[config.mk]
export PLATFORM = sky130hd
export DESIGN_NAME = udp_rx_stream_arb
export DESIGN_NICKNAME = d
export VERILOG_FILES = /design/src/rtl/udp_rx_stream_arb.sv
export SDC_FILE = /design/constraint.sdc
export NUM_CORES = 1
export LEC_CHECK = 0
export ABC_AREA = 1
export CORE_AREA = 4 4 536 538
export CTS_CLUSTER_DIAMETER = 30
export DETAILED_ROUTE_END_ITERATION = 8
export DIE_AREA = 0 0 540 542
export SYNTH_ARGS = -nofsm -noshare
export SYNTH_HDL_FRONTEND = slang
export SYNTH_SLANG_ARGS = --single-unit
[constraint.sdc]
create_clock -name clk -period 2.5 [get_ports clk]
set_input_delay 0.5 -clock clk [delete_from_list [all_inputs] [get_ports clk]]
set_output_delay 0.5 -clock clk [all_outputs]
set_load 0.01 [all_outputs]
[src/rtl/udp_rx_stream_arb.sv]
// rtl/udp_rx_stream_arb.sv - round-robin packet arbiter sharing one UDP RX header+data destination
//
// Grants one of NUM_SRC sources per packet and holds the grant until that
// packet's header and its last data beat have both been accepted downstream.
// Once a source is granted, both channels are muxed combinationally from it.
//
// Ports:
//   clk, rst                 clock, synchronous active-high reset
//   src_hdr_val/src_hdr_rdy  per-source header handshake (a request is hdr_val)
//   src_src_ip, src_dst_ip   flattened per-source IPs, source i in slice i
//   src_udp_hdr              flattened udp_pkt_hdr {src_port, dst_port, length, checksum}
//   src_timestamp            flattened tracker_stats_struct
//   src_data_val/src_data_rdy per-source data handshake
//   src_data, src_last, src_padbytes  flattened per-source data beat fields
//   dst_hdr_*                muxed header channel to the destination
//   dst_data_*               muxed data channel to the destination

`ifndef IP_ADDR_W
`define IP_ADDR_W 32
`endif
`ifndef MAC_INTERFACE_W
`define MAC_INTERFACE_W 256
`endif
`ifndef MAC_PADBYTES_W
`define MAC_PADBYTES_W 5
`endif

module udp_rx_stream_arb #(
    parameter int NUM_SRC         = 2,
    parameter int SRC_W           = (NUM_SRC > 1) ? $clog2(NUM_SRC) : 1,
    parameter int UDP_HDR_W       = 64,
    parameter int TRACKER_STATS_W = 64
) (
    input  logic                                 clk,
    input  logic                                 rst,

    input  logic [NUM_SRC-1:0]                   src_hdr_val,
    input  logic [NUM_SRC*`IP_ADDR_W-1:0]        src_src_ip,
    input  logic [NUM_SRC*`IP_ADDR_W-1:0]        src_dst_ip,
    input  logic [NUM_SRC*UDP_HDR_W-1:0]         src_udp_hdr,
    input  logic [NUM_SRC*TRACKER_STATS_W-1:0]   src_timestamp,
    output logic [NUM_SRC-1:0]                   src_hdr_rdy,

    input  logic [NUM_SRC-1:0]                   src_data_val,
    input  logic [NUM_SRC*`MAC_INTERFACE_W-1:0]  src_data,
    input  logic [NUM_SRC-1:0]                   src_last,
    input  logic [NUM_SRC*`MAC_PADBYTES_W-1:0]   src_padbytes,
    output logic [NUM_SRC-1:0]                   src_data_rdy,

    output logic                                 dst_hdr_val,
    output logic [`IP_ADDR_W-1:0]                dst_src_ip,
    output logic [`IP_ADDR_W-1:0]                dst_dst_ip,
    output logic [UDP_HDR_W-1:0]                 dst_udp_hdr,
    output logic [TRACKER_STATS_W-1:0]           dst_timestamp,
    input  logic                                 dst_hdr_rdy,

    output logic                                 dst_data_val,
    output logic [`MAC_INTERFACE_W-1:0]          dst_data,
    output logic                                 dst_last,
    output logic [`MAC_PADBYTES_W-1:0]           dst_padbytes,
    input  logic                                 dst_data_rdy
);

    // udp_pkt_hdr.length sits in bits [31:16]; a length equal to the bare
    // header size means the packet carries no payload beats at all.
    localparam int UDP_LEN_LSB   = 16;
    localparam int UDP_HDR_BYTES = 8;

    typedef enum logic {IDLE, LOCKED} state_t;

    state_t           state, state_n;
    logic [SRC_W-1:0] grant_reg, grant_n;
    logic [SRC_W-1:0] rr_ptr, rr_n;
    logic [SRC_W-1:0] grant_inc;
    logic [SRC_W-1:0] pick_idx;
    logic             pick_found;
    logic             hdr_done, hdr_done_n;
    logic             data_done, data_done_n;
    logic             hdr_hs, last_hs;
    int               cand;

    logic [`IP_ADDR_W-1:0]       src_ip_s  [NUM_SRC];
    logic [`IP_ADDR_W-1:0]       dst_ip_s  [NUM_SRC];
    logic [UDP_HDR_W-1:0]        udp_hdr_s [NUM_SRC];
    logic [TRACKER_STATS_W-1:0]  ts_s      [NUM_SRC];
    logic [`MAC_INTERFACE_W-1:0] data_s    [NUM_SRC];
    logic [`MAC_PADBYTES_W-1:0]  pad_s     [NUM_SRC];

    for (genvar i = 0; i < NUM_SRC; i++) begin : g_unpack
        assign src_ip_s[i]  = src_src_ip[i*`IP_ADDR_W +: `IP_ADDR_W];
        assign dst_ip_s[i]  = src_dst_ip[i*`IP_ADDR_W +: `IP_ADDR_W];
        assign udp_hdr_s[i] = src_udp_hdr[i*UDP_HDR_W +: UDP_HDR_W];
        assign ts_s[i]      = src_timestamp[i*TRACKER_STATS_W +: TRACKER_STATS_W];
        assign data_s[i]    = src_data[i*`MAC_INTERFACE_W +: `MAC_INTERFACE_W];
        assign pad_s[i]     = src_padbytes[i*`MAC_PADBYTES_W +: `MAC_PADBYTES_W];
    end

    // Field muxes follow grant_reg in every state; in IDLE the valids are low,
    // so whatever source they show is don't-care (source 0 after reset).
    assign dst_src_ip    = src_ip_s[grant_reg];
    assign dst_dst_ip    = dst_ip_s[grant_reg];
    assign dst_udp_hdr   = udp_hdr_s[grant_reg];
    assign dst_timestamp = ts_s[grant_reg];
    assign dst_data      = data_s[grant_reg];
    assign dst_last      = src_last[grant_reg];
    assign dst_padbytes  = pad_s[grant_reg];

    assign grant_inc = (grant_reg == SRC_W'(NUM_SRC - 1)) ? '0 : grant_reg + 1'b1;

    // Round-robin pick: first header request at or after rr_ptr, wrapping.
    always_comb begin
        pick_found = 1'b0;
        pick_idx   = '0;
        cand       = 0;
        for (int i = 0; i < NUM_SRC; i++) begin
            cand = (32'(rr_ptr) + i) % NUM_SRC;
            if (!pick_found && src_hdr_val[SRC_W'(cand)]) begin
                pick_found = 1'b1;
                pick_idx   = SRC_W'(cand);
            end
        end
    end

    always_comb begin
        state_n      = state;
        grant_n      = grant_reg;
        rr_n         = rr_ptr;
        hdr_done_n   = hdr_done;
        data_done_n  = data_done;
        src_hdr_rdy  = '0;
        src_data_rdy = '0;
        dst_hdr_val  = 1'b0;
        dst_data_val = 1'b0;
        hdr_hs       = 1'b0;
        last_hs      = 1'b0;

        case (state)
            IDLE: begin
                if (pick_found) begin
                    state_n     = LOCKED;
                    grant_n     = pick_idx;
                    hdr_done_n  = 1'b0;
                    data_done_n = (udp_hdr_s[pick_idx][UDP_LEN_LSB +: 16] == 16'(UDP_HDR_BYTES));
                end
            end
            LOCKED: begin
                dst_hdr_val             = src_hdr_val[grant_reg] & ~hdr_done;
                src_hdr_rdy[grant_reg]  = dst_hdr_rdy & ~hdr_done;
                dst_data_val            = src_data_val[grant_reg] & ~data_done;
                src_data_rdy[grant_reg] = dst_data_rdy & ~data_done;

                hdr_hs  = src_hdr_val[grant_reg] & dst_hdr_rdy & ~hdr_done;
                last_hs = src_data_val[grant_reg] & dst_data_rdy & ~data_done & src_last[grant_reg];

                hdr_done_n  = hdr_done | hdr_hs;
                data_done_n = data_done | last_hs;

                // Release in the same cycle the second channel completes.
                if (hdr_done_n && data_done_n) begin
                    state_n     = IDLE;
                    rr_n        = grant_inc;
                    hdr_done_n  = 1'b0;
                    data_done_n = 1'b0;
                end
            end
            default: state_n = IDLE;
        endcase
    end

    always_ff @(posedge clk) begin
        if (rst) begin
            state     <= IDLE;
            grant_reg <= '0;
            rr_ptr    <= '0;
            hdr_done  <= 1'b0;
            data_done <= 1'b0;
        end else begin
            state     <= state_n;
            grant_reg <= grant_n;
            rr_ptr    <= rr_n;
            hdr_done  <= hdr_done_n;
            data_done <= data_done_n;
        end
    end

    a_one_rdy: assert property (@(posedge clk) disable iff (rst)
        $onehot0(src_hdr_rdy | src_data_rdy));
    a_idle_no_val: assert property (@(posedge clk) disable iff (rst)
        (state == IDLE) |-> (!dst_hdr_val && !dst_data_val));

endmodule

Word level (Yosys, flattened, before mapping)

Index checks and enable logic that the tools add are counted.

$add $sub $neg: 2
$mul: 0
Divide/modulo/power cells: 0
Order comparisons: 6
Eq/ne operators: 2
Shift-type cells: 0
Muxes and demuxes: 51
Bitwise gates (word level): 18
Reduce and logical (&&, ||, !) cells: 6

Operators with widths:

| operator                                                                      | number |
|---|---|
| 256-bit two-way mux                                                           | 3 |
| 64-bit two-way mux                                                            | 6 |
| 32-bit two-way mux                                                            | 9 |
| 1-bit two-way mux                                                             | 24 |
| 16-bit by 4-bit equality test with 1-bit output (second input constant)       | 1 |
| 5-bit two-way mux                                                             | 3 |
| 1-bit AND                                                                     | 9 |
| 1-bit by 3-bit less-than comparator with 1-bit output (second input constant) | 2 |
| 1-bit case mux with 2 select lines                                            | 3 |
| 2-bit AND                                                                     | 2 |
| 2-bit greater-or-equal comparator (second input constant)                     | 2 |
| 2-bit two-way mux                                                             | 2 |
| 1-bit inverter with 2-bit output                                              | 2 |
| 2-bit AND reduction                                                           | 2 |
| 1-bit logical AND                                                             | 3 |
| 1-bit inverter                                                                | 3 |
| 1-bit adder (second input constant)                                           | 2 |
| 1-bit by 2-bit less-than comparator with 1-bit output (second input constant) | 1 |
| 2-bit inequality test (second input constant)                                 | 1 |
| 1-bit bitwise OR                                                              | 2 |
| 1-bit demux with 1-bit select                                                 | 1 |
| 1-bit greater-or-equal comparator (second input constant)                     | 1 |
| 1-bit zero test                                                               | 1 |

Register bits after elaboration: 5
Bits in latches: 0
RAM bits: 0
Memory bits (read-only): 0
Input bits: 916
Word-level logic and storage cells: 90
Memories: 0

Depth between registers and ports, before layout

Gate-level depths: netlist of the first run.

Depth in word-level cells: 14
Mapped depth: 10

Worst setup path after synthesis of the first run

No wires, ideal clock.

Path type: register to output
Start: register grant_reg
End: output port src_data_rdy[1]
Data arrival time: 1.057 ns
Required time: 2.000 ns
Path slack: 0.943 ns
Stages on the path, launching flop included: 6
Path buffers: 3
Cells stage by stage: dfxtp_1 -> buf_6 -> inv_4 -> buf_6 -> buf_2 -> nor3_1

Word-level cells in the longest chain between the ends: 6

Ends and longest elaborated chain:

| item                                                                                                                                    | RTL line | source |
|---|---|---|
| start, declared                                                                                                                         | 72       | `logic [SRC_W-1:0] grant_reg, grant_n;` |
| start signal, assigned                                                                                                                  | 179      | `grant_reg <= grant_n;` |
| 1-bit by 2-bit less-than comparator with 1-bit output (implied by the code) / 1-bit greater-or-equal comparator (equally long branches) | 150      | `src_data_rdy[grant_reg] = dst_data_rdy & ~data_done;` |
| 1-bit logical AND (implied by the code)                                                                                                 | 150      |  |
| 1-bit two-way mux (implied by the code)                                                                                                 | 150      |  |
| 1-bit demux with 1-bit select (*)                                                                                                       | 150      |  |
| 2-bit AND (no source line) (*)                                                                                                          | -        |  |
| 2-bit two-way mux (*)                                                                                                                   | 137      | `case (state)` |
| end, declared                                                                                                                           | 48       | `output logic [NUM_SRC-1:0] src_data_rdy,` |

Mark *: on every way between the ends. The rest lies on a longest branch, timed or not.

Worst setup path in the final report of the first run

Start: register grant_reg
End: output port dst_timestamp[53]

Word-level cells in the longest chain between the ends: 4

Ends and longest elaborated chain:

| item                                                   | RTL line | source |
|---|---|---|
| 1-bit inverter with 2-bit output (implied by the code) | 103      | `assign dst_timestamp = ts_s[grant_reg];` |
| 64-bit two-way mux (implied by the code) (3 in a row)  | 103      |  |
| end, declared                                          | 54       | `output logic [TRACKER_STATS_W-1:0] dst_timestamp,` |

No other way between the ends. The select of a mux whose other input is x is not followed.

==> flow_summary.json, run 1 <==
{
  "period_share": 0.982,
  "critPathRequiredTime_ns": 2.00,
  "drt_wl_total_um": 213000,
  "final_hold_viol_count": 0,
  "coreArea_sq_um": 282000,
  "yosysSeqAreaShare": 0.0158,
  "reg2reg_from": "grant_reg$_SDFFE_PP0P_",
  "hold_slack_ns": 0.518,
  "slew_headroom": 0.503,
  "critPathKind": "flip-flop to primary output",
  "worst-path-buf-inv": 4,
  "p_leak_nw": 11.8,
  "finalWeightedCongestion": 1.06,
  "fill_cells": 32984,
  "cts_num_sinks": 5,
  "rr_endpoint": "state$_SDFF_PP0_",
  "min_path_cells": 2,
  "via_count": 15809,
  "grt_start_max_net_pins": 79,
  "worstSetupStartpointType": "flip-flop",
  "rows": 195,
  "via_per_inst": 2.37,
  "finalSetupViolCount": 0,
  "die_area_sq_um": 293000,
  "fin_area_sq_um": 27900,
  "nets": 3803,
  "cts_tree": "done",
  "crit_slowest_cell": "clkdlybuf4s50_1",
  "r2r_slack_ns": 0.46,
  "syn-mean-instance-area_sq_um": 4.07,
  "grt_pass1_vias": 14933,
  "hpwl_um": 200000,
  "drive_gt1_frac": 0.164,
  "synthCells": 1555,
  "yosysUniqueCellTypes": 16,
  "hold_path_class": "flip-flop to flip-flop",
  "syn_to_final_growth_pct": 341,
  "port-buffer-count": 1375,
  "status": "complete, no violations",
  "drv_slew": 0,
  "die_h_um": 542,
  "track_usage": 0.138,
  "synth_nets": 2471,
  "cts-root-buf": "clkbuf_16",
  "cts-buffers-inserted": 3,
  "start_util": 0.0224,
  "synthTopCellsByArea": "nand2_1, buf_6, buf_2",
  "grt_pass1_wl_um": 243000,
  "drt-pass1-iter-count": 5,
  "fmaxAchievable_mhz": 407,
  "path_cells": "buf_12, buf_16, buf_12, nand2_1, nand2_1, clkdlybuf4s50_1",
  "final_core_util": 0.0988,
  "reg2reg_depth": 10,
  "place_area_sq_um": 27200,
  "maxCapViolCount": 0,
  "skew_ns": 0.00582,
  "rsz0062_at_grt": "true",
  "regArea_sq_um": 104,
  "critPathArrivalTime_ns": 1.95,
  "pin_count": 1376,
  "hold_path_end": "hdr_done$_SDFFE_PP0P_",
  "path_clk_slew_ns": 0.04,
  "ctsHoldBuffers": 0,
  "ys_ff_latch": 5,
  "cts_max_path_buffers": 2,
  "antenna_left": 0,
  "power.density_nw_per_um2": 181,
  "wl_per_cell_um": 31.8,
  "worst_pin_slew_ns": 0.737,
  "ys.warnings.count": 0,
  "worstHoldStart": "hdr_done$_SDFFE_PP0P_",
  "synth_top_area_share": 0.813,
  "max_stage_delay_ns": 0.57,
  "h-tree-depth": 1,
  "fin_crit_ns": 2.45,
  "power_mw": 5.05,
  "drc": 0,
  "peakVddDrop_mv": 0.133,
  "clock_latency_ns": 0.24,
  "cp_max_fo": 22,
  "grt-ovfl-total": 0,
  "die_w_um": 540,
  "multi_input_area_sq_um": 5470,
  "syn_area_sq_um": 6330,
  "critPathCaptureType": "primary output",
  "grt_antenna_before_repair": 116,
  "critPathTopFamily": "buffers and inverters",
  "synth_largest_area_cell": "nand2_1",
  "drt_first_iter_violations": 1214
}
[power by group]
group	internal (mW)	total (mW)	switching [mW]
logic	2.50	4.67	2.17
clock network	0.211	0.288	0.0765
registers	0.0814	0.0849	0.00350
total	2.79	5.05	2.25
[kinds of logic (layout without fill, tap and decap cells)]
family | Yosys count | in the layout | share of synthesized area
AO/OA/AOI/OAI | 18 | 18 | 0.0142
buffers and inverters | 128 | 1459 | 0.134
flip-flops | 5 | 5 | 0.0158
other | 0 | 52 | 0
AND/OR/NAND/NOR | 1404 | 1404 | 0.836
[worst reg2reg max path, cell delays in order, from the launching register on]
cell and delay, ns:
dfxtp_4 0.36, buf_12 0.15, buf_16 0.22, buf_12 0.37
nand2_1 0.09, nand2_1 0.25, nand3_1 0.13, nand2_1 0.14
inv_1 0.07, o21ai_1 0.11, nor2_1 0.06
[metrics by stage]
stage	setup WS, ns	instances	setup TNS [ns]
after global routing	-0.0119	6669	-0.0119
after global placement	-0.884	6611	-2.32
after detailed placement	-0.798	6611	-2.03
after floorplan	0.943	1555	0
final	0.0458	6681	0
after CTS	-0.0140	6629	-0.0276
[synthesized netlist by cell type, drive strengths merged]
master and instances:
dfxtp 5, buf 96, a21oi 4, clkbuf 6, nand3b 1, nor3 4, nor2 21, nand2 1371
o21ai 14, nand3 7, inv 26
[worst max path at each step]
| stage | end | start | depth (start not counted) | slack, ns |
|---|---|---|---|---|
| after floorplan | src_data_rdy[1] | grant_reg$_SDFFE_PP0P_ | 5 | 0.94 |
| after global placement | dst_udp_hdr[28] | src_udp_hdr[92] | 4 | -0.88 |
| after detailed placement | dst_udp_hdr[28] | src_udp_hdr[92] | 4 | -0.80 |
| after CTS | dst_data[147] | grant_reg$_SDFFE_PP0P_ | 8 | -0.01 |
| after global routing | dst_timestamp[23] | grant_reg$_SDFFE_PP0P_ | 6 | -0.01 |
| final | dst_timestamp[53] | grant_reg$_SDFFE_PP0P_ | 6 | 0.05 |
[cell type report]
class,instances,share of cell area
Timing Repair Buffer,1428,0.620
Antenna cell,52,0.00467
Inverter,26,0.00422
Clock inverter,1,0.000180
Clock buffer,3,0.00269
Tap cell,3743,0.168
Sequential cell,5,0.00373
Multi-Input combinational cell,1422,0.196
Timing Repair inverter,1,0.000314
[routing by layer]
layer / vias to the layer above / global-route usage / share of wire
met5: - / 0 / 0.0023
met4: 76 / 0.0333 / 0.029
met3: 266 / 0.0673 / 0.11
met2: 1199 / 0.197 / 0.39
met1: 6954 / 0.184 / 0.46
li1: 7314 / - / -
[what timing repair did]
action / CTS / global route
pin swaps: 1 / 0
gates resized for setup: 85 / 29
setup endpoints to repair: 75 / 48
endpoints found under the hold margin: 0 / 0
cloned: 5 / 0
buffers inserted: 9 / 0
[layout by cell type, fill, tap and decap left out, types with 3 or more instances in the layout]
cell / count
a21oi_1: 4
buf_12: 303
buf_16: 7
buf_4: 112
buf_6: 10
bufbuf_16: 4
clkbuf_16: 3
clkdlybuf4s50_1: 936
dfxtp_1: 4
diode_2: 52
dlygate4sd2_1: 37
dlymetal6s2s_1: 17
inv_1: 24
nand2_1: 1348
nand2_2: 20
nand2_4: 3
nand3_1: 7
nor2_1: 20
nor3_1: 4
o21ai_0: 11
Power figures use the tool's default switching activity.
==> inputs of run 2 (changes only) <==
--- a/config.mk
+++ b/config.mk
@@ -7,7 +7,7 @@
 export LEC_CHECK = 0
 export ABC_AREA = 1
 export CORE_AREA = 4 4 536 538
-export CTS_CLUSTER_DIAMETER = 30
+export CTS_CLUSTER_DIAMETER = 40
 export DETAILED_ROUTE_END_ITERATION = 8
 export DIE_AREA = 0 0 540 542
 export SYNTH_ARGS = -nofsm -noshare
==> results of run 2 <==
Same layout as run 1: the final DEF is identical, and so are final timing and power.
==> inputs of run 3 (changes only) <==
--- a/config.mk
+++ b/config.mk
@@ -6,10 +6,14 @@
 export NUM_CORES = 1
 export LEC_CHECK = 0
 export ABC_AREA = 1
-export CORE_AREA = 4 4 536 538
+export CELL_PAD_IN_SITES_DETAIL_PLACEMENT = 1
+export CELL_PAD_IN_SITES_GLOBAL_PLACEMENT = 1
+export CORE_AREA = 2 2 530 532
 export CTS_CLUSTER_DIAMETER = 40
+export CTS_CLUSTER_SIZE = 40
 export DETAILED_ROUTE_END_ITERATION = 8
-export DIE_AREA = 0 0 540 542
+export DIE_AREA = 0 0 532 534
+export PLACE_DENSITY_LB_ADDON = 0.1
 export SYNTH_ARGS = -nofsm -noshare
 export SYNTH_HDL_FRONTEND = slang
 export SYNTH_SLANG_ARGS = --single-unit
==> flow_summary.json, run 3 (synthesis results as in run 1) <==
{
  "critPathArrivalTime_ns": 1.98,
  "die_w_um": 532,
  "multi_input_area_sq_um": 5460,
  "regArea_sq_um": 104,
  "die_area_sq_um": 284000,
  "power_frac_seq": 0.023,
  "antenna_left": 0,
  "p_leak_nw": 11.8,
  "drt_wl_total_um": 165000,
  "fill_cells": 33577,
  "grt_antenna_before_repair": 170,
  "die_h_um": 534,
  "p_int_mw": 2.32,
  "wl_per_cell_um": 24.5,
  "clkPwrFrac": 0.073,
  "power.switching_mw": 1.37,
  "path_clk_slew_ns": 0.04,
  "reg2reg_depth": 11,
  "hpwl_um": 150000,
  "worst_pin_slew_ns": 0.554,
  "skew_ns": 0.00509,
  "peakVddDrop_mv": 0.125,
  "path_cells": "buf_12, clkinv_16, buf_12, buf_16, nand2_1, nand2_1, clkdlybuf4s50_1",
  "maxCapViolCount": 0,
  "crit_slowest_cell": "clkdlybuf4s50_1",
  "max_stage_delay_ns": 0.69,
  "power.density_nw_per_um2": 139,
  "min_path_cells": 2,
  "drt_first_iter_violations": 529,
  "cts-buffers-inserted": 3,
  "power_mw": 3.69,
  "syn_to_final_growth_pct": 321,
  "final_core_util": 0.0956,
  "worstSetupStartpointType": "flip-flop",
  "h-tree-depth": 1,
  "cts-root-buf": "clkbuf_16",
  "port-buffer-count": 1375,
  "p_comb_frac": 0.904,
  "final_hold_viol_count": 0,
  "final_common_cell": "nand2_1",
  "via_count": 15864,
  "drv_slew": 0,
  "nets": 3889,
  "r2r_slack_ns": 0.40,
  "fmaxAchievable_mhz": 403,
  "finalSetupViolCount": 0,
  "cts_tree": "done",
  "drive_gt1_frac": 0.0814,
  "rsz0062_at_grt": "true",
  "coreArea_sq_um": 278000,
  "drt-pass1-iter-count": 5,
  "critPathCaptureType": "primary output",
  "status": "complete, no violations",
  "grt_pass1_vias": 16762,
  "finalWeightedCongestion": 0.843,
  "cp_max_fo": 18,
  "grt_pass1_wl_um": 201000,
  "grt_start_max_net_pins": 52,
  "critPathKind": "flip-flop to primary output",
  "period_share": 0.993,
  "slew_headroom": 0.630,
  "critPathRequiredTime_ns": 2.00,
  "rows": 194,
  "hold_path_class": "flip-flop to flip-flop",
  "grt-ovfl-total": 0,
  "drc": 0,
  "cts_num_sinks": 5,
  "pin_count": 1376,
  "via_per_inst": 2.36,
  "cts_max_path_buffers": 2,
  "track_usage": 0.109,
  "switching_share": 0.372,
  "layout_common_cells": "nand2_1, clkdlybuf4s50_1, dlygate4sd2_1",
  "ctsHoldBuffers": 0,
  "clock_latency_ns": 0.23,
  "start_util": 0.0227,
  "fin_crit_ns": 2.48
}
[run 3: cell count changes in the layout (fill, tap and decap cells not counted), sizes merged]
cell           delta
buf             -238
bufbuf            -1
clkbuf            +8
clkdlybuf4s50   +107
diode            -12
dlygate4sd2     +147
dlymetal6s2s     +64
inv               -1
[run 3: cell type report]
class,instances,area share
repair buffers,1514,0.604
multi-input cells,1422,0.205
well taps,3724,0.175
inverters,26,0.00480
flip-flops and latches,5,0.00390
diodes,40,0.00376
clock buffers,4,0.00296
repair inverters,1,0.000423
[run 3: per-layer routing]
layer | GRT usage | vias to the layer above | wire, um
li1 | - | 7485 | -
met1 | 0.132 | 7073 | 69800
met2 | 0.177 | 1019 | 73200
met3 | 0.0619 | 187 | 20500
met4 | 0.00170 | 100 | 821
met5 | 0 | - | 663
[run 3: power groups by stage]
stage          logic (mW)  clock network, mW  registers (mW)
2_1_floorplan       0.581                  0          0.0858
3_3_place_gp         3.57                  0          0.0847
3_5_place_dp         3.56                  0          0.0847
4_1_cts              3.49              0.275          0.0835
5_1_grt              3.60              0.283          0.0835
6_report             3.34              0.271          0.0833
[run 3: worst paths after layout]
path / end / from
setup / recovery: dst_udp_hdr[62] / grant_reg$_SDFFE_PP0P_
hold / removal: rr_ptr$_SDFFE_PP0P_ / rr_ptr$_SDFFE_PP0P_
setup reg to reg: state$_SDFF_PP0_ / grant_reg$_SDFFE_PP0P_
hold reg to reg: rr_ptr$_SDFFE_PP0P_ / rr_ptr$_SDFFE_PP0P_
[run 3: per-stage QoR]
stage | worst slack (ns) | cell area, sq um | setup TNS, ns | hold WS [ns] | instances
CTS | -0.0921 | 25900 | -3.88 | 0.491 | 6671
global placement | -0.318 | 25500 | -1.51 | 0.479 | 6645
finish | 0.0183 | 26600 | 0 | 0.481 | 6736
global route | -0.0238 | 26500 | -0.156 | 0.522 | 6698
floorplan | 0.943 | 6330 | 0 | 0.451 | 1555
detailed placement | -0.314 | 25500 | -1.39 | 0.483 | 6645
[run 3: worst max-delay path, delay by kind of cell (launching register included)]
| family | cells | cell delay, ns |
|---|---|---|
| DFF | 1 | 0.35 |
| and+or+nand+nor | 2 | 0.13 |
| buffers and inverters | 5 | 1.24 |
[run 3: what timing repair did]
item	in CTS	in global routing
setup endpoints to repair	336	176
pin swaps	1	0
gates resized for setup	244	110
cloned	7	7
setup buffers	15	18
